### src/rtl/fft_input_loader.sv
// Loads one frame of ADC samples into FFT memory at bit-reversed addresses,
// then hands the frame to the FFT core. Optional overrun counter: FFT_INPUT_LOADER_OVERRUN_CNT_EN.
module fft_input_loader #(
    parameter int SAMPLE_W = 12,
    parameter int DATA_W   = 16,
    parameter int ADDR_W   = 10
) (
    input  logic                clk,
    input  logic                rst,
    input  logic                run,
    input  logic                sample_valid,
    input  logic [SAMPLE_W-1:0] sample_data,
    output logic                gen_inc,
    output logic                gen_clr,
    input  logic [ADDR_W-1:0]   gen_addr,
    input  logic                gen_full,
    output logic                mem_we,
    output logic [ADDR_W-1:0]   mem_addr,
    output logic [DATA_W-1:0]   mem_wdata,
    output logic                fft_start,
    input  logic                fft_done,
    output logic                busy,
`ifdef FFT_INPUT_LOADER_OVERRUN_CNT_EN
    output logic [15:0]         overrun_cnt,
`endif
    output logic [15:0]         frame_cnt
);

    typedef enum logic [2:0] {
        IDLE     = 3'd0,
        LOAD     = 3'd1,
        FLUSH    = 3'd2,
        START    = 3'd3,
        WAIT_FFT = 3'd4
    } state_t;

    state_t state_r;
    state_t next_state_s;

    logic                accept_s;
    logic                gen_inc_s;
    logic                gen_clr_s;
    logic                frame_inc_s;
    logic                mem_we_r;
    logic [ADDR_W-1:0]   mem_addr_r;
    logic [DATA_W-1:0]   mem_wdata_r;
    logic                fft_start_r;
    logic [15:0]         frame_cnt_r;

    // Offset binary to two's complement (invert MSB), left-justified in the memory word.
    function automatic logic [DATA_W-1:0] to_twos(input logic [SAMPLE_W-1:0] s);
        logic [DATA_W-1:0] w;
        w = {DATA_W{1'b0}};
        w[DATA_W-1 -: SAMPLE_W] = s ^ {1'b1, {(SAMPLE_W-1){1'b0}}};
        return w;
    endfunction

    // State register.
    always_ff @(posedge clk) begin
        if (rst) begin
            state_r <= IDLE;
        end else begin
            state_r <= next_state_s;
        end
    end

    // Next-state and per-cycle control decode.
    always_comb begin
        next_state_s = state_r;
        accept_s     = 1'b0;
        gen_inc_s    = 1'b0;
        gen_clr_s    = 1'b0;
        frame_inc_s  = 1'b0;
        case (state_r)
            IDLE: begin
                gen_clr_s = 1'b1;
                if (run) begin
                    next_state_s = LOAD;
                end else begin
                    next_state_s = IDLE;
                end
            end
            LOAD: begin
                if (sample_valid) begin
                    accept_s = 1'b1;
                    // The final sample must not advance the generator past the frame end.
                    if (gen_full) begin
                        next_state_s = FLUSH;
                    end else begin
                        gen_inc_s    = 1'b1;
                        next_state_s = LOAD;
                    end
                end else begin
                    next_state_s = LOAD;
                end
            end
            FLUSH: begin
                next_state_s = START;
            end
            START: begin
                gen_clr_s    = 1'b1;
                next_state_s = WAIT_FFT;
            end
            WAIT_FFT: begin
                if (fft_done) begin
                    frame_inc_s = 1'b1;
                    if (run) begin
                        next_state_s = LOAD;
                    end else begin
                        next_state_s = IDLE;
                    end
                end else begin
                    next_state_s = WAIT_FFT;
                end
            end
            default: begin
                gen_clr_s    = 1'b1;
                next_state_s = IDLE;
            end
        endcase
    end

    // Generator handshake; reset forces the idle pattern even mid-frame.
    always_comb begin
        gen_inc = 1'b0;
        gen_clr = 1'b1;
        if (rst) begin
            gen_inc = 1'b0;
            gen_clr = 1'b1;
        end else begin
            gen_inc = gen_inc_s;
            gen_clr = gen_clr_s;
        end
    end

    // Memory write port, one cycle behind acceptance.
    always_ff @(posedge clk) begin
        if (rst) begin
            mem_we_r    <= 1'b0;
            mem_addr_r  <= {ADDR_W{1'b0}};
            mem_wdata_r <= {DATA_W{1'b0}};
        end else begin
            mem_we_r <= accept_s;
            if (accept_s) begin
                mem_addr_r  <= gen_addr;
                mem_wdata_r <= to_twos(sample_data);
            end else begin
                mem_addr_r  <= mem_addr_r;
                mem_wdata_r <= mem_wdata_r;
            end
        end
    end

    // FFT start pulse coincides with the START state.
    always_ff @(posedge clk) begin
        if (rst) begin
            fft_start_r <= 1'b0;
        end else begin
            fft_start_r <= (next_state_s == START);
        end
    end

    // Completed-frame counter, wraps naturally.
    always_ff @(posedge clk) begin
        if (rst) begin
            frame_cnt_r <= 16'd0;
        end else if (frame_inc_s) begin
            frame_cnt_r <= frame_cnt_r + 16'd1;
        end else begin
            frame_cnt_r <= frame_cnt_r;
        end
    end

`ifdef FFT_INPUT_LOADER_OVERRUN_CNT_EN
    logic [15:0] overrun_cnt_r;
    logic        overrun_hit_s;

    assign overrun_hit_s = sample_valid &&
                           ((state_r == FLUSH) || (state_r == START) || (state_r == WAIT_FFT));

    // Saturating count of samples that arrived while no frame was being loaded.
    always_ff @(posedge clk) begin
        if (rst) begin
            overrun_cnt_r <= 16'd0;
        end else if (overrun_hit_s && (overrun_cnt_r != 16'hFFFF)) begin
            overrun_cnt_r <= overrun_cnt_r + 16'd1;
        end else begin
            overrun_cnt_r <= overrun_cnt_r;
        end
    end

    assign overrun_cnt = overrun_cnt_r;
`endif

    assign mem_we    = mem_we_r;
    assign mem_addr  = mem_addr_r;
    assign mem_wdata = mem_wdata_r;
    assign fft_start = fft_start_r;
    assign busy      = (state_r != IDLE);
    assign frame_cnt = frame_cnt_r;

endmodule
### config.mk
export PLATFORM = sky130hd
export DESIGN_NAME = fft_input_loader
export DESIGN_NICKNAME = d
export VERILOG_FILES = /design/src/rtl/fft_input_loader.sv
export SDC_FILE = /design/constraint.sdc
export NUM_CORES = 1
export LEC_CHECK = 0
export ABC_AREA = 1
export CELL_PAD_IN_SITES_DETAIL_PLACEMENT = 1
export CELL_PAD_IN_SITES_GLOBAL_PLACEMENT = 1
export CORE_ASPECT_RATIO = 0.9
export CORE_MARGIN = 10
export CORE_UTILIZATION = 29
export DETAILED_ROUTE_END_ITERATION = 12
export PLACE_DENSITY_LB_ADDON = 0.08
export RECOVER_POWER = 100
export SETUP_SLACK_MARGIN = 0.1
export SLEW_MARGIN = 20
export SYNTH_ARGS = -nofsm -noshare
export SYNTH_HDL_FRONTEND = slang
export SYNTH_SLANG_ARGS = --single-unit
### constraint.sdc
create_clock -name clk -period 1.7 [get_ports clk]
set_input_delay 0.425 -clock clk [delete_from_list [all_inputs] [get_ports clk]]
set_output_delay 0.425 -clock clk [all_outputs]
set_load 0.01 [all_outputs]
Yosys cells after proc, flatten, opt, wreduce, memory -nomap -nowiden
Index checks and enable logic that the tools add are counted.
Widths: inputs -> output; s select.
{"block": "totals", "ff_bits": 43, "latchBits": 0, "ram_bits": 0, "rom_bits": 0, "input_bits": 28, "output_inout_bits": 47, "elab_cells": 31, "memories": 0}
{"block": "op_classes", "add_sub_neg": 1, "n_mul": 0, "div": 0, "magnitude_cmp": 0, "eq_ne": 5, "n_shift": 0, "mux": 15, "bitwise_logic": 1, "n_reduce_logical": 3}
{"cell": "$add 16x1->16 const B", "count": 1}
{"cell": "$pmux 3 s5", "count": 1}
{"cell": "$mux 1", "count": 11}
{"cell": "$eq 3x2->1 const B", "count": 3}
{"cell": "$mux 3", "count": 2}
{"cell": "$eq 3x1->1 const B", "count": 1}
{"cell": "$eq 3x3->1 const B", "count": 1}
{"cell": "$logic_not 3->1", "count": 1}
{"cell": "$reduce_bool 3->1", "count": 1}
{"cell": "$reduce_or 3->1", "count": 1}
{"cell": "$mux 2", "count": 1}
{"cell": "$not 1->1", "count": 1}

Depth between registers and ports, before layout
Gate-level depths: netlist (run 1).
{"block": "logic_depth", "word_depth": 4, "depth_mapped": 9, "ltp_nobuf": 9}

Worst setup path before layout (run 1)
Ideal clock, no wire load.
{"block": "synth_timing", "path_kind": "register to output", "from": "register state_r[0]", "to": "output port gen_inc", "arrival_ns": 1.162, "t_required_ns": 1.275, "slack_ns": 0.113, "stages_incl_launch_ff": 6, "n_path_buf": 1, "cell_sequence": "dfxtp_1 > inv_2 > nor3_4 > nand2_2 > clkbuf_1 > nor3_1"}
{"block": "synth_between", "elab_chain_cells": 3}
{"item": "start: declaration", "line_no": "37", "rtl": "state_t state_r;"}
{"item": "start signal: assignment", "line_no": "63", "rtl": "state_r <= next_state_s;"}
{"item": "$eq 3x1->1", "line_no": "74", "rtl": "case (state_r)"}
{"item": "$mux 1", "line_no": "74"}
{"item": "$mux 1", "line_no": "127", "rtl": "if (rst) begin"}
{"item": "end: declaration", "line_no": "13", "rtl": "output logic gen_inc,"}
No other way between the ends.

Worst setup path in the final report (run 1)
Ends and elaborated chain as after synthesis.

==> impl_metrics.csv, run 1 <==
group,metric,value,unit
final_layout,antenna_cells,0,
yosys,synth_common_cells,"nor2_1 (65), dfxtp_1 (43), nand2_1 (37), inv_1 (26), o21ai_0 (18)",
yosys,yosys_most_used_dff,"dfxtp_1",
floorplan,core,6220,um2
power,p_leak,1.30,nW
power,seq_power_share,52.1,%
run_status,status,"complete, but fails checks",
clock_network,cts.sinks,43,
final_layout,post-route-cell-area,2890,um2
timing,fin_tns_setup,-19.2,ps
drt,dr_total_vias,1993,
final_layout,drive_gt1_share,16.3,%
setup_path,crit_slowest_cell,"dfxtp_4",
floorplan,die_area,10100,um2
clock_network,cts.clk_slew.worst_paths,80,ps
final_layout,area_growth,53.6,%
setup_path,path_max_fanout,3,
yosys,synth_top_family_by_area,"simple AND/OR/NAND/NOR gates",
clock_network,cts-htree-levels,2,
setup_path,cp.arrival,1290,ps
power,internal_power,0.00150,W
drt,drc,0,
timing,rsz0062_at_grt,"yes",
placement,dp_hpwl,4720,um
global_routing,antenna_found_initial,0,
floorplan,io_pins,75,
timing,finalCriticalPeriod,1720,ps
hold_path,hp-class,"flip-flop to flip-flop",
run_status,violations,"negative setup slack",
timing,setup_viol,1,
global_routing,grt_max_degree,34,
power,vdd_ir_drop_max,0.439,mV
timing,clock_skew,8.36,ps
drt,met1_length,2830,um
setup_path,cp_top_family,"simple AND/OR/NAND/NOR gates",
placement,gp_congestion,0.762,
drt,drt_iter0_drc,48,
yosys,synthAdderAreaFrac,0.666,%
setup_path,crit_chain,"inv_4 -> nor3_4 -> nand2_2 -> nor3_2 -> buf_2",
clock_network,ctsLongestPathBuffers,2,
global_routing,grt_pass1_wl,9790,um
floorplan,core.rowCount,27,
yosys,synthXorXnorAreaFrac,0,%
yosys,ys_seq_area_share,45.8,%
yosys,yosysTopAreaCell,"dfxtp_1",
floorplan,die_h,96.3,um
clock_network,cts_tree,"built",
yosys,synth.most_common_cell,"nor2_1",
yosys,syn_inst,261,
clock_network,clkLatencyLatePin,300,ps
yosys,synthSimpleGateAreaFrac,32.3,%
yosys,netlist_area,1880,um2
power,clkPwrFrac,31.6,%
timing,fin_crit_sh,101,%
power,total_power,0.00206,W
floorplan,die_w,105,um
yosys,async_flop_share,0,%
yosys,synth-seq-cells,43,
clock_network,cts_made_buffers,5,
placement,detailed_place.area,2800,um2
yosys,synth_edf_count,0,
yosys,synthMuxAreaShare,0,%
global_routing,grt_usage,11.9,%
drt,dr_wl_met3,455,um
drt,drtPass1Iterations,4,
global_routing,grt_overflow,0,
timing,slew_viol_final,0,
yosys,yosys.area.top_type_share,45.8,%
yosys,yosysWarnings,0,
clock_network,ctsRootBufferMaster,"clkbuf_8",
power,p_switching,0.000558,W
power,powerDensity,714,nW/um2
drt,highest_layer,"met4",
drt,wirelength,6310,um
yosys,synth_area_per_cell,7.20,um2
drt,dr_wl_met2,3000,um
power,sw_frac_of_total,27.1,%
setup_path,cp.buffers_inverters,2,
drt,avgViaCountPerCell,4.51,
timing,fmax,582,MHz
floorplan,floorplan.initialDensity,30.2,%
setup_path,required,1270,ps
setup_path,cp-start-kind,"flip-flop",
timing,layout_setup_ws,-19.2,ps
setup_path,end_kind,"output pin",
setup_path,slowest_delay,390,ps
drt,antenna_left,0,
final_layout,final_util,46.4,%
final_layout,nNetsFinal,383,
timing,hold_viol_final,0,
setup_path,path_class,"flip-flop to output pin",
timing,holdWs,482,ps
run,drv_cap,0,
yosys,netlist-cell-type-count,27,
drt,wl_per_cell,14.3,um
global_routing,grt_pass1_vias,1988,
power,power_frac_comb,16.3,%
yosys,synthTopCellsByArea,"dfxtp_1 (46%), nor2_1 (13%), nand2_1 (7.4%), inv_1 (5.2%), o21ai_0 (4.8%)",
placement,io_buffers,70,
yosys,synth_compound_area_share,11.7,%
## power by group through the flow
stage / combinational, W / sequential (W) / clock (W)
finish: 0.000335 / 0.00107 / 0.000651
floorplan: 0.000130 / 0.00112 / 0
CTS: 0.000349 / 0.00108 / 0.000677
detailed placement: 0.000362 / 0.00110 / 0
global route: 0.000371 / 0.00108 / 0.000723
global placement: 0.000358 / 0.00110 / 0
## per-layer routing
layer | GRT usage (%) | up-vias
li1 | - | 1011
met1 | 13.2 | 941
met2 | 20.7 | 39
met3 | 5.34 | 2
met4 | 2.40 | 0
met5 | 0 | -
## final cells by class
| cell class | instances | area [um2] |
|---|---|---|
| timing repair buffer | 94 | 822 |
| fill | 800 | 3330 |
| multi-input combinational | 182 | 891 |
| clock inverter | 3 | 15.0 |
| tap | 87 | 109 |
| clock buffer | 5 | 68.8 |
| sequential | 43 | 872 |
| inverter | 28 | 108 |
## per-stage QoR
stage	setup WS, ps	instances
after floorplan	113	264
after global placement	-502	430
after detailed placement	-485	430
after CTS	-4.83	441
after global routing	-112	442
final	-19.2	442
## repair_timing
action	in CTS	in global routing
pin swaps	2	2
hold buffers	0	0
gates cloned	0	1
buffers inserted	3	0
resized for setup	70	9
setup endpoints to repair	41	6
## worst reg2reg max path, cell delays in order (launching register included)
cell and delay, ps:
dfxtp_4 390, inv_4 50, nor3_4 190, nand2_2 100, buf_4 220, inv_1 130, clkbuf_4 260, nor2_1 70
nor2_1 110
## sequential cells by signal, indices dropped and copies added, names as in the netlist
signal     cells
mem_addr      10
state_r        3
mem_we         1
mem_wdata     12
frame_cnt     16
fft_start      1
## worst paths after layout
check	slack, ps	to	startpoint	cells after the start
worst min-delay path	480	mem_wdata[4]	mem_wdata[4]	2
worst max register to register	120	mem_wdata[5]	state_r[0]	8
worst min register to register	480	mem_wdata[4]	mem_wdata[4]	2
worst max-delay path	-20	gen_inc	state_r[0]	5
## cells in the final DEF (no fill, tap or decap)
master,n
dlygate4sd3_1,1
buf_2,3
buf_1,1
clkinv_2,3
ha_4,1
a21oi_1,12
nand2_4,1
nand3_1,11
clkbuf_1,1
conb_1,4
o21ai_0,18
buf_6,4
nand4_1,4
o211ai_1,1
inv_4,1
inv_1,25
dfxtp_4,3
nand2_1,35
nand3_2,3
nand2_2,3
o21bai_1,2
clkdlybuf4s50_1,26
nor3_1,4
inv_2,2
nor3_2,1
clkbuf_8,5
or2_2,1
nor3b_1,1
nor2_1,64
nor2_4,1
buf_4,17
nand3_4,1
nor2_2,4
o31ai_2,1
nor3_4,1
o21ai_1,8
dlygate4sd2_1,39
clkbuf_4,2
dfxtp_1,40
## logic make-up (layout without fill, tap and decap cells)
| family | count (synthesis) | count (layout) |
|---|---|---|
| buffers and inverters | 40 | 130 |
| and+or+nand+nor | 134 | 135 |
| adders and majority gates | 1 | 1 |
| DFF | 43 | 43 |
| AOI/OAI and AO/OA | 42 | 42 |
| other | 1 | 4 |
(Power assumes the default switching activity.)
==> inputs of run 2 (changes only) <==
RECOVER_POWER = unset   (was 100)
clock period = 1.6 ns   (was 1.7 ns; I/O delays follow)
==> impl_metrics.csv, run 2 (same netlist as run 1, synthesis figures left out) <==
group,metric,value,unit
run_status,status,"complete, but fails checks",
run_status,violations,"negative setup slack",
timing,finalCriticalPeriod,1670,ps
floorplan,die_w,105,um
drt,avgViaCountPerCell,4.37,
timing,clock_skew,7.04,ps
power,vdd_ir_drop_max,0.339,mV
final_layout,largest_reg_flops,16,
setup_path,reg2reg_depth,8,
placement,dp.cells,430,
clock_network,cts.sinks,43,
global_routing,antenna_found_initial,0,
floorplan,floorplan.initialDensity,30.2,%
clock_network,ctsLongestPathBuffers,2,
final_layout,final_common_cell,"nor2_1",
clock_network,clkLatencyLatePin,290,ps
drt,antenna_left,0,
hold_path,worst_hold_path.num_cells,2,
setup_path,required,1200,ps
global_routing,grt_max_degree,34,
global_routing,grt_pass1_vias,2051,
final_layout,most-common-layout-cells,"nor2_1 (64), dlygate4sd2_1 (41), dfxtp_1 (37), nand2_1 (36), clkdlybuf4s50_1 (26)",
drt,drt_iter0_drc,19,
floorplan,io_pins,75,
timing,holdWs,484,ps
timing,fin_crit_sh,105,%
global_routing,grt_pass1_wl,9650,um
final_layout,n_fill_cell,791,
drt,drc,0,
setup_path,cp.arrival,1270,ps
placement,io_buffers,70,
clock_network,cts.clk_slew.worst_paths,90,ps
setup_path,reg2reg_from,"state_r[0]",
floorplan,die_h,96.3,um
hold_path,holdPathEnd,"mem_wdata[7]",
placement,post-place-ws,-598,ps
setup_path,cp-start-kind,"flip-flop",
hold_path,hold_start,"mem_wdata[7]",
floorplan,core,6220,um2
timing,rsz0062_at_grt,"yes",
final_layout,regArea,876,um2
timing,setup_viol,2,
timing,layout_setup_ws,-72.6,ps
setup_path,path_class,"flip-flop to output pin",
final_layout,antenna_cells,0,
final_layout,multi_input_area,887,um2
final_layout,drive_gt1_share,16.7,%
timing,fmax,598,MHz
drt,wl_per_cell,13.3,um
timing,slew_viol_final,0,
drt,dr_total_vias,1926,
clock_network,cts_tree,"built",
run,drv_cap,0,
clock_network,cts_made_buffers,5,
placement,dp_hpwl,4570,um
final_layout,area_growth,57.3,%
clock_network,cts-htree-levels,2,
setup_path,path_max_fanout,3,
hold_path,hp-class,"flip-flop to flip-flop",
drt,wirelength,5890,um
power,p_leak,1.33,nW
floorplan,core.rowCount,27,
global_routing,grt_usage,11.8,%
clock_network,ctsRootBufferMaster,"clkbuf_8",
final_layout,fin_cells,441,
clock_network,postCtsHoldBufs,0,
drt,drtPass1Iterations,4,
setup_path,reg2reg_slack,140,ps
global_routing,grt_overflow,0,
placement,gp_congestion,0.783,
final_layout,final_util,47.5,%
timing,hold_viol_final,0,
floorplan,die_area,10100,um2
final_layout,nNetsFinal,382,
power,powerDensity,815,nW/um2
setup_path,end_kind,"output pin",
setup_path,r2r-end,"mem_wdata[15]",
run 2: repair_timing:
item	4_1_cts	5_1_grt
resized for setup	63	12
pin swaps	2	3
setup buffers	1	2
setup endpoints to repair	55	22
run 2: worst max path at each step:
stage                    start       to  slack [ps]
detailed placement         rst  gen_clr        -600
floorplan           state_r[0]  gen_inc         120
finish              state_r[0]  gen_inc         -70
global placement           rst  gen_clr        -540
CTS                 state_r[0]  gen_inc         -90
global route        state_r[0]  gen_inc        -160
run 2: worst max-delay path, cell delays in order, from the launching register on:
cell     delay (ps)
dfxtp_4         390
inv_4            40
nor3_4          210
nand2_2          80
nor3_2          100
buf_2           150
run 2: cell type report:
| cell class | instances | area share [%] |
|---|---|---|
| Multi-Input combinational cell | 181 | 30.0 |
| Sequential cell | 43 | 29.6 |
| Timing Repair Buffer | 94 | 29.0 |
| Tap cell | 87 | 3.68 |
| Inverter | 28 | 3.64 |
| Clock buffer | 6 | 2.80 |
| Clock inverter | 2 | 1.19 |
run 2: through the flow:
stage          TNS [ps]  total power (W)  area (um2)
3_5_place_dp      -6090          0.00155        2820
4_1_cts            -169          0.00242        2900
6_report           -137          0.00241        2950
2_1_floorplan         0          0.00133        1890
5_1_grt            -296          0.00254        2950
3_3_place_gp      -4370          0.00155        2820
run 2: metal layers:
| metal | vias up | part of all wire (%) | track usage, % | wire (um) |
|---|---|---|---|---|
| li1 | 1005 | - | - | - |
| met1 | 870 | 42 | 12.1 | 2460 |
| met2 | 46 | 48 | 20.7 | 2850 |
| met3 | 5 | 9.0 | 6.15 | 531 |
| met4 | 0 | 0.82 | 3.42 | 48 |
| met5 | - | 0 | 0 | 0 |
run 2: report_power, final:
group,switching [W],internal (W),total (W)
clock network,0.000390,0.000506,0.000896
logic,0.000175,0.000197,0.000372
registers,0.0000263,0.00111,0.00114
total,0.000592,0.00182,0.00241
==> inputs of run 3 (changes only) <==
GPL_TIMING_DRIVEN = 0   (was unset)
==> impl_metrics.csv, run 3 (same netlist as run 1, synthesis figures left out) <==
group,metric,value,unit
timing,holdWs,452,ps
setup_path,cp.arrival,1340,ps
placement,detailed_place.area,2700,um2
floorplan,io_pins,75,
hold_path,worst_hold_path.num_cells,2,
timing,maxSlewHeadroom,62.1,%
timing,hold_viol_final,0,
setup_path,path_max_fanout,3,
setup_path,crit_chain,"inv_4 -> nor3_4 -> buf_4 -> o31ai_4 -> buf_2",
global_routing,grt_max_degree,13,
setup_path,cp.buffers_inverters,3,
setup_path,path_class,"flip-flop to output pin",
final_layout,area_growth,64.0,%
drt,drtPass1Iterations,4,
final_layout,largest_reg_flops,16,
setup_path,reg2reg_from,"state_r[0]",
floorplan,floorplan.initialDensity,30.2,%
final_layout,final_common_cell,"nor2_1",
setup_path,r2r-end,"frame_cnt[7]",
drt,wirelength,6400,um
setup_path,cp-start-kind,"flip-flop",
clock_network,cts.clk_slew.worst_paths,90,ps
setup_path,cp_top_family,"buffers and inverters",
clock_network,ctsRootBufferMaster,"clkbuf_8",
final_layout,nNetsFinal,384,
placement,gp_congestion,0.743,
power,clkPwrFrac,30.8,%
drt,drc,0,
global_routing,grt_pass1_vias,2059,
timing,fin_crit_sh,109,%
power,vdd_ir_drop_max,0.408,mV
drt,antenna_left,0,
setup_path,cp-startpoint,"state_r[0]",
timing,rsz0062_at_grt,"yes",
power,p_switching,0.000611,W
hold_path,hold_start,"rst",
run,drv_cap,0,
timing,fmax,576,MHz
power,power_frac_comb,18.7,%
drt,dr_total_vias,2029,
timing,tightest_slew,569,ps
clock_network,cts_made_buffers,5,
power,internal_power,0.00164,W
setup_path,required,1200,ps
timing,slew_viol_final,0,
final_layout,post-route-cell-area,3080,um2
drt,wl_per_cell,14.4,um
setup_path,crit_cells,5,
setup_path,reg2reg_depth,11,
timing,layout_setup_ws,-137,ps
power,powerDensity,731,nW/um2
final_layout,multi_input_area,983,um2
floorplan,core,6220,um2
setup_path,slowest_delay,370,ps
power,sw_frac_of_total,27.1,%
final_layout,regArea,883,um2
floorplan,die_h,96.3,um
floorplan,die_w,105,um
hold_path,hp-class,"primary input to flip-flop",
run_status,status,"complete, but fails checks",
power,p_leak,1.37,nW
timing,clock_skew,10.2,ps
run_status,violations,"negative setup slack",
setup_path,crit_end,"gen_clr",
placement,io_buffers,70,
global_routing,grt_usage,12.4,%
global_routing,antenna_found_initial,0,
final_layout,n_fill_cell,789,
global_routing,grt_overflow,0,
power,seq_power_share,50.5,%
placement,dp_hpwl,4610,um
placement,post-place-ws,-984,ps
clock_network,ctsLongestPathBuffers,2,
setup_path,reg2reg_slack,80,ps
clock_network,cts_tree,"built",
final_layout,drive_gt1_share,23.6,%
setup_path,end_kind,"output pin",
drt,avgViaCountPerCell,4.58,
timing,setup_viol,2,
final_layout,most-common-layout-cells,"nor2_1 (63), dlygate4sd2_1 (41), dfxtp_1 (35), nand2_1 (34), clkdlybuf4s50_1 (25)",
clock_network,cts.sinks,43,
final_layout,antenna_cells,0,
floorplan,die_area,10100,um2
timing,finalCriticalPeriod,1740,ps
setup_path,crit_slowest_cell,"dfxtp_4",
clock_network,cts-htree-levels,2,
clock_network,clkLatencyLatePin,310,ps
drt,drt_iter0_drc,36,
floorplan,core.rowCount,27,
clock_network,postCtsHoldBufs,0,
global_routing,grt_pass1_wl,10100,um
## run 3: how the worst min path moves through the flow
stage / to / slack [ps]
floorplan: frame_cnt[3] / 480
global placement: mem_addr[7] / 460
detailed placement: mem_wdata[9] / 470
CTS: frame_cnt[3] / 450
global route: frame_cnt[3] / 460
finish: frame_cnt[3] / 450
## run 3: final cells by class
class | count | share of cell area [%]
clock buffers | 7 | 2.48
multi-input cells | 182 | 31.9
flip-flops and latches | 43 | 28.7
plain buffers | 12 | 4.10
clock inverters | 1 | 0.162
well taps | 87 | 3.53
repair buffers | 83 | 25.2
inverters | 28 | 3.90
## run 3: repair_timing
item                                    CTS  global route
gates cloned                              1             2
pin swaps                                19            10
endpoints found under the setup margin   46            36
buffers inserted                          7             7
resized for setup                       103            30
## run 3: stage by stage
step | std cells | TNS (ps) | utilization, % | total power (W)
floorplan | 264 | 0 | - | 0.00133
global placement | 421 | -7300 | 43.5 | 0.00153
detailed placement | 421 | -7290 | 43.5 | 0.00154
CTS | 436 | -356 | 47.0 | 0.00227
global route | 443 | -573 | 49.6 | 0.00238
finish | 443 | -264 | 49.6 | 0.00225
## run 3: routing by layer
layer	GRT usage (%)	up-vias	share of wire, %
met5	0	-	0
met4	5.48	0	1.4
met3	6.61	10	10
met2	22.1	49	51
met1	11.9	963	38
li1	-	1007	-
## run 3: worst register-to-register path, delay by kind of cell (launching register included)
family	cells	cell delay, ps
and+or+nand+nor	7	560
buffers and inverters	4	500
DFF	1	370
## run 3: power groups by stage
stage / registers (W) / clock network [W] / logic [W]
floorplan: 0.00119 / 0 / 0.000139
finish: 0.00114 / 0.000694 / 0.000420
global route: 0.00115 / 0.000766 / 0.000464
CTS: 0.00114 / 0.000730 / 0.000403
global placement: 0.00117 / 0 / 0.000365
detailed placement: 0.00117 / 0 / 0.000367
